$ cat config.mk
export PLATFORM = sky130hd
export DESIGN_NAME = dot_product_accumulator
export DESIGN_NICKNAME = d
export VERILOG_FILES = /design/src/rtl/dot_product_accumulator.sv
export SDC_FILE = /design/constraint.sdc
export NUM_CORES = 1
export LEC_CHECK = 0
export CORE_MARGIN = 4
export CORE_UTILIZATION = 54
export DETAILED_ROUTE_END_ITERATION = 8
export PLACE_DENSITY = 0.84
export SYNTH_ARGS = -nofsm -noshare
export SYNTH_HDL_FRONTEND = slang
export SYNTH_SLANG_ARGS = --single-unit
$ cat constraint.sdc
create_clock -name clk -period 4.1 [get_ports clk]
set_input_delay 0.41 -clock clk [delete_from_list [all_inputs] [get_ports clk]]
set_output_delay 0.41 -clock clk [all_outputs]
set_load 0.02 [all_outputs]
$ cat src/rtl/dot_product_accumulator.sv
// dot_product_accumulator: accumulates NUM_TERMS signed terms into one matrix element with sticky overflow
`ifndef BIT_WIDTH
`define BIT_WIDTH 8
`endif
module dot_product_accumulator #(
    parameter int BIT_WIDTH = `BIT_WIDTH,
    parameter int NUM_TERMS = 4,
    localparam int CW = (NUM_TERMS > 1) ? $clog2(NUM_TERMS) : 1
) (
    input  logic                        clk,
    input  logic                        rst,
    input  logic                        clr,
    input  logic                        in_valid,
    output logic                        in_ready,
    input  logic signed [BIT_WIDTH-1:0] in_data,
    input  logic                        in_sub,
    output logic                        out_valid,
    input  logic                        out_ready,
    output logic signed [BIT_WIDTH-1:0] out_data,
    output logic                        out_overflow,
    output logic [CW-1:0]               term_count
);
    typedef enum logic {ACCUM, DONE} state_t;
    state_t state, state_next;
    logic signed [BIT_WIDTH-1:0] acc, sum;
    logic ovf, term_ovf, accept, last;
    assign in_ready  = state == ACCUM;
    assign out_valid = state == DONE;
    assign accept    = in_valid & in_ready & ~clr;
    assign last      = term_count == CW'(NUM_TERMS - 1);
    assign sum       = in_sub ? acc - in_data : acc + in_data;
    // Overflow when the operand signs make a sign change of the result impossible without wrapping
    assign term_ovf  = (in_sub ? acc[BIT_WIDTH-1] != in_data[BIT_WIDTH-1] : acc[BIT_WIDTH-1] == in_data[BIT_WIDTH-1])
                       && sum[BIT_WIDTH-1] != acc[BIT_WIDTH-1];
    // Next state: abort wins, last accepted term finishes, handshake releases the result
    always_comb begin
        state_next = state;
        if (clr)
            state_next = ACCUM;
        else if (state == ACCUM)
            state_next = (accept && last) ? DONE : ACCUM;
        else
            state_next = out_ready ? ACCUM : DONE;
    end
    // Running sum, term counter, sticky overflow and captured result
    always_ff @(posedge clk) begin
        if (rst) begin
            state        <= ACCUM;
            acc          <= '0;
            ovf          <= 1'b0;
            term_count   <= '0;
            out_data     <= '0;
            out_overflow <= 1'b0;
        end else begin
            state <= state_next;
            if (clr || (state == DONE && out_ready)) begin
                acc        <= '0;
                ovf        <= 1'b0;
                term_count <= '0;
            end else if (accept) begin
                acc        <= sum;
                ovf        <= ovf | term_ovf;
                term_count <= last ? '0 : term_count + CW'(1);
                if (last) begin
                    out_data     <= sum;
                    out_overflow <= ovf | term_ovf;
                end
            end
        end
    end
endmodule

Yosys cells after proc, flatten, opt, wreduce, memory -nomap -nowiden. Cells that the tools add are included. W data, S select, Z words.

Word-level logic and storage cells: 32. Input bits: 14. Register bits: 21.

Equal/unequal tests: 4. Bitwise logic cells: 6. Multiplexer cells: 6. Reduce and logical (&&, ||, !) cells: 7. $add $sub $neg: 3.

Operator list (count): $add A8 B8 Y8 (1); $mux W8 (1); $sub A8 B8 Y8 (1); $mux W1 (4); $reduce_or A2 Y1 (2); $logic_and A1 B1 Y1 (3); $not A1 Y1 (3); $reduce_and A3 Y1 (1); $add A2 B1 Y2 const B (1); $and A1 B1 Y1 (2); $eq A2 B2 Y1 const B (1); $mux W2 (1); $ne A1 B1 Y1 (2); $eq A1 B1 Y1 (1); $logic_or A1 B1 Y1 (1); $or A1 B1 Y1 (1).

Logic depth before layout (Yosys ltp).
Word-level depth: 6. Gate-level depth with buffers: 10. Depth with buffers taken out: 10.

Worst setup path before layout. OpenSTA, ideal clock, no wires.

Kind: input-to-reg. Start: in in_data[0]. End: reg out_overflow. Data required time: 4.019 ns. Buffers on the path: 0. Cell stages on the path: 9. Setup time: 0.081 ns. Arrival: 2.335 ns. Slack: 1.684 ns. Cells stage by stage: inv_1 > ha_1 > a31oi_1 > xnor2_1 > ha_1 > a21o_1 > a31o_2 > or4_1 > a41oi_1.

Cells in the longest elaborated chain, start to end: 5. Elaborated cells between the ends (all ways): 6. Those cells by class: 2 x add/sub; 1 x eq/ne; 1 x mux; 1 x bitwise; 1 x reduce/logical.

RTL lines: start: declaration (RTL line 15) `input logic signed [BIT_WIDTH-1:0] in_data,`; $add A8 B8 Y8 or $sub A8 B8 Y8 (tied branches) (RTL line 31) `assign sum = in_sub ? acc - in_data : acc + in_data;`; $mux W8 (*) (RTL line 31); $ne A1 B1 Y1 (*) (RTL line 34) `&& sum[BIT_WIDTH-1] != acc[BIT_WIDTH-1];`; $logic_and A1 B1 Y1 (*) (RTL line 34); $or A1 B1 Y1 (*) (RTL line 66) `out_overflow <= ovf | term_ovf;`; end signal: assignment (RTL line 66); end: declaration (RTL line 20) `output logic out_overflow,`.

Every way passes the cells marked *; elsewhere a longest branch is shown, timed or not. A chain may end at the register's enable or synchronous reset.

Worst setup path after layout. Ends and elaborated chain as after synthesis.

==> impl_metrics.json <==
{
  "synth_cells": 156,
  "syn_area_um2": 1308,
  "cp-end-kind": "register",
  "worst_pin_slew_ns": 0.4889,
  "syn_area_per_cell_um2": 8.381,
  "vias": 1194,
  "routedWlPerCell_um": 13.26,
  "fp.dieH_um": 57.21,
  "slew_viol_final": 0,
  "grt_max_degree": 14,
  "diodes": 0,
  "crit_fanout": 6,
  "worstSetupPathType": "primary input to register",
  "cp-start-kind": "primary input",
  "layoutNonFillerInstCount": 209,
  "met1_length_mm": 1.245,
  "grt_pass1_wl_mm": 4.643,
  "synth_top_cell_by_area": "dfxtp_1",
  "worstPathRequired_ns": 4.34,
  "htreeDepth": 1,
  "cts.repair.resized": 0,
  "gp_congestion": 0.8163,
  "dr_wl_met3_um": 133,
  "synth_warnings": 0,
  "dp_hpwl_mm": 2.244,
  "wl_met2_mm": 1.338,
  "grt-ovfl-total": 0,
  "routed_wl_mm": 2.772,
  "dp_cells": 205,
  "drive_above_1_share_pct": 5.525,
  "root_buffer": "clkbuf_4",
  "drc": 0,
  "period_share_pct": 69.07,
  "relSlewSlack_pct": 67.40,
  "routed.top_layer": "met4",
  "startpoint": "in_data[0]",
  "grt_usage_pct": 18.14,
  "worstReg2RegStart": "acc[0]",
  "period_needed_ns": 2.832,
  "maxCapViolCount": 0,
  "synth.most_common_cell": "dfxtp_1",
  "cts_setup_buffers": 0,
  "die-area_um2": 3272,
  "fmax_ghz": 0.3531,
  "place_ws_ns": 0.9239,
  "ys_top_cells_by_area": "dfxtp_1 (32%), ha_1 (8.6%), xnor2_1 (7.4%)",
  "netlist-cell-type-count": 39,
  "initial_core_util_pct": 57.99,
  "pwr_density_cell_nw_per_um2": 264.8,
  "dieWidth_um": 57.21,
  "p_leak_uw": 0.0006589,
  "nNetsFinal": 206,
  "grt_pass1_vias": 1053,
  "cts_buffer_depth": 2,
  "synth.top_cell.area_share_pct": 32.15,
  "status": "completed",
  "setup_ws_ns": 1.268,
  "synth-edff-count": 0,
  "syn-num-nets": 180,
  "worstSkewPairLatency_ns": 0.31,
  "first_pass_iters": 4,
  "drt_iter0_drc": 36,
  "skew_ns": 0.002957,
  "viasPerCell": 5.713,
  "crit_arrival_ns": 3.07,
  "finalSetupViolations": 0,
  "synth-seq-cells": 21,
  "min_path_type": "register to register",
  "ctsHoldBuffers": 0,
  "async_flop_share_pct": 0,
  "peakVddDrop_uv": 173.9,
  "core_area_um2": 2255,
  "tritoncts": "built",
  "hold_slack_ns": 0.4699,
  "rows": 17,
  "grt_setup_unrepaired": "no",
  "netlist_top_cells_count": "dfxtp_1 (21), nand2_1 (20), a21oi_1 (14), nor2_1 (13), xnor2_1 (11)",
  "cts_buffers": 3,
  "ioPinCount": 27,
  "finalSetupTns_ns": 0,
  "hp-start": "out_data[1]",
  "synthFlopType": "dfxtp_1",
  "seq_area_frac_synth_pct": 32.15,
  "areaGrowthSynthToFinish_pct": 23.16,
  "cts_sinks": 21,
  "total_power_uw": 426.3,
  "antenna_found_initial": 0,
  "numPortBuffers": 26,
  "finalHoldViolations": 0,
  "path_clk_slew_ns": 0.12,
  "ant_nets": 0
}
## cell usage in the layout (no fill, tap or decap), types with 3 or more instances in the layout
| cell | synthesis | layout |
|---|---|---|
| nor3_1 | 3 | 3 |
| xnor2_1 | 11 | 11 |
| nand3_1 | 4 | 4 |
| o21ai_0 | 3 | 3 |
| dfxtp_1 | 21 | 21 |
| nand2_1 | 20 | 20 |
| a21oi_1 | 14 | 14 |
| nor2_1 | 13 | 13 |
| ha_1 | 9 | 9 |
| clkbuf_4 | 0 | 3 |
| a21o_1 | 6 | 6 |
| clkdlybuf4s50_1 | 0 | 26 |
| a211oi_1 | 7 | 7 |
| inv_1 | 10 | 10 |
## power breakdown
part,switching [µW],internal (µW)
Sequential,2.69,207
Combinational,62.0,51.4
Clock,66.3,36.5
## per-layer routing
layer	global-route usage, %	vias up
met5	0	-
li1	-	607
met2	31.81	28
met1	22.21	554
met3	2.036	5
met4	7.947	0
## final cells by class
| cell class | instances | area [µm²] |
|---|---|---|
| multi-input combinational | 120 | 829.5 |
| fill | 185 | 644.4 |
| sequential | 21 | 420.4 |
| timing repair buffer | 26 | 260.3 |
| inverter | 10 | 37.54 |
| tap | 28 | 35.03 |
| clock buffer | 3 | 22.52 |
| clock inverter | 1 | 5.005 |
## state kept, by name, indices dropped and copies added (netlist names)
| signal | cells |
|---|---|
| ovf | 1 |
| term_count | 2 |
| out_data | 8 |
| acc | 8 |
| out_overflow | 1 |
| out_valid | 1 |
## critical path, cell delays in order
cell and delay, ns:
clkdlybuf4s50_1 0.52, inv_1 0.06, ha_1 0.22, a31oi_1 0.20, xnor2_1 0.15, ha_1 0.32, a21o_1 0.23, a31o_2 0.27
or4_1 0.49, a41oi_1 0.20
## cells by family (layout without fill, tap and decap cells)
kind of cell | Yosys count | in the layout | share of synthesized area [%]
DFF | 21 | 21 | 32.15
muxes | 1 | 1 | 0.7656
xor gates and xnor gates | 14 | 14 | 10.43
adders and majority gates | 10 | 10 | 10.14
buffers and inverters | 15 | 40 | 4.402
AOI/OAI and AO/OA | 43 | 43 | 23.16
and+or+nand+nor | 52 | 52 | 18.95
## path summary, 6_finish.rpt
| check | to | slack, ns | depth (start not counted) |
|---|---|---|---|
| hold / removal | out_data[1] | 0.47 | 2 |
| setup / recovery | out_overflow | 1.27 | 10 |
| setup reg to reg | out_data[6] | 1.85 | 9 |
| hold reg to reg | out_data[1] | 0.47 | 2 |
## metrics by stage
step / util (%) / cell area [µm²]
after floorplan: - / 1308
after global placement: 70.20 / 1583
after detailed placement: 70.20 / 1583
after CTS: 71.42 / 1610
after global routing: 71.42 / 1610
final: 71.42 / 1610
No activity file was read; power rests on OpenSTA's default activity.
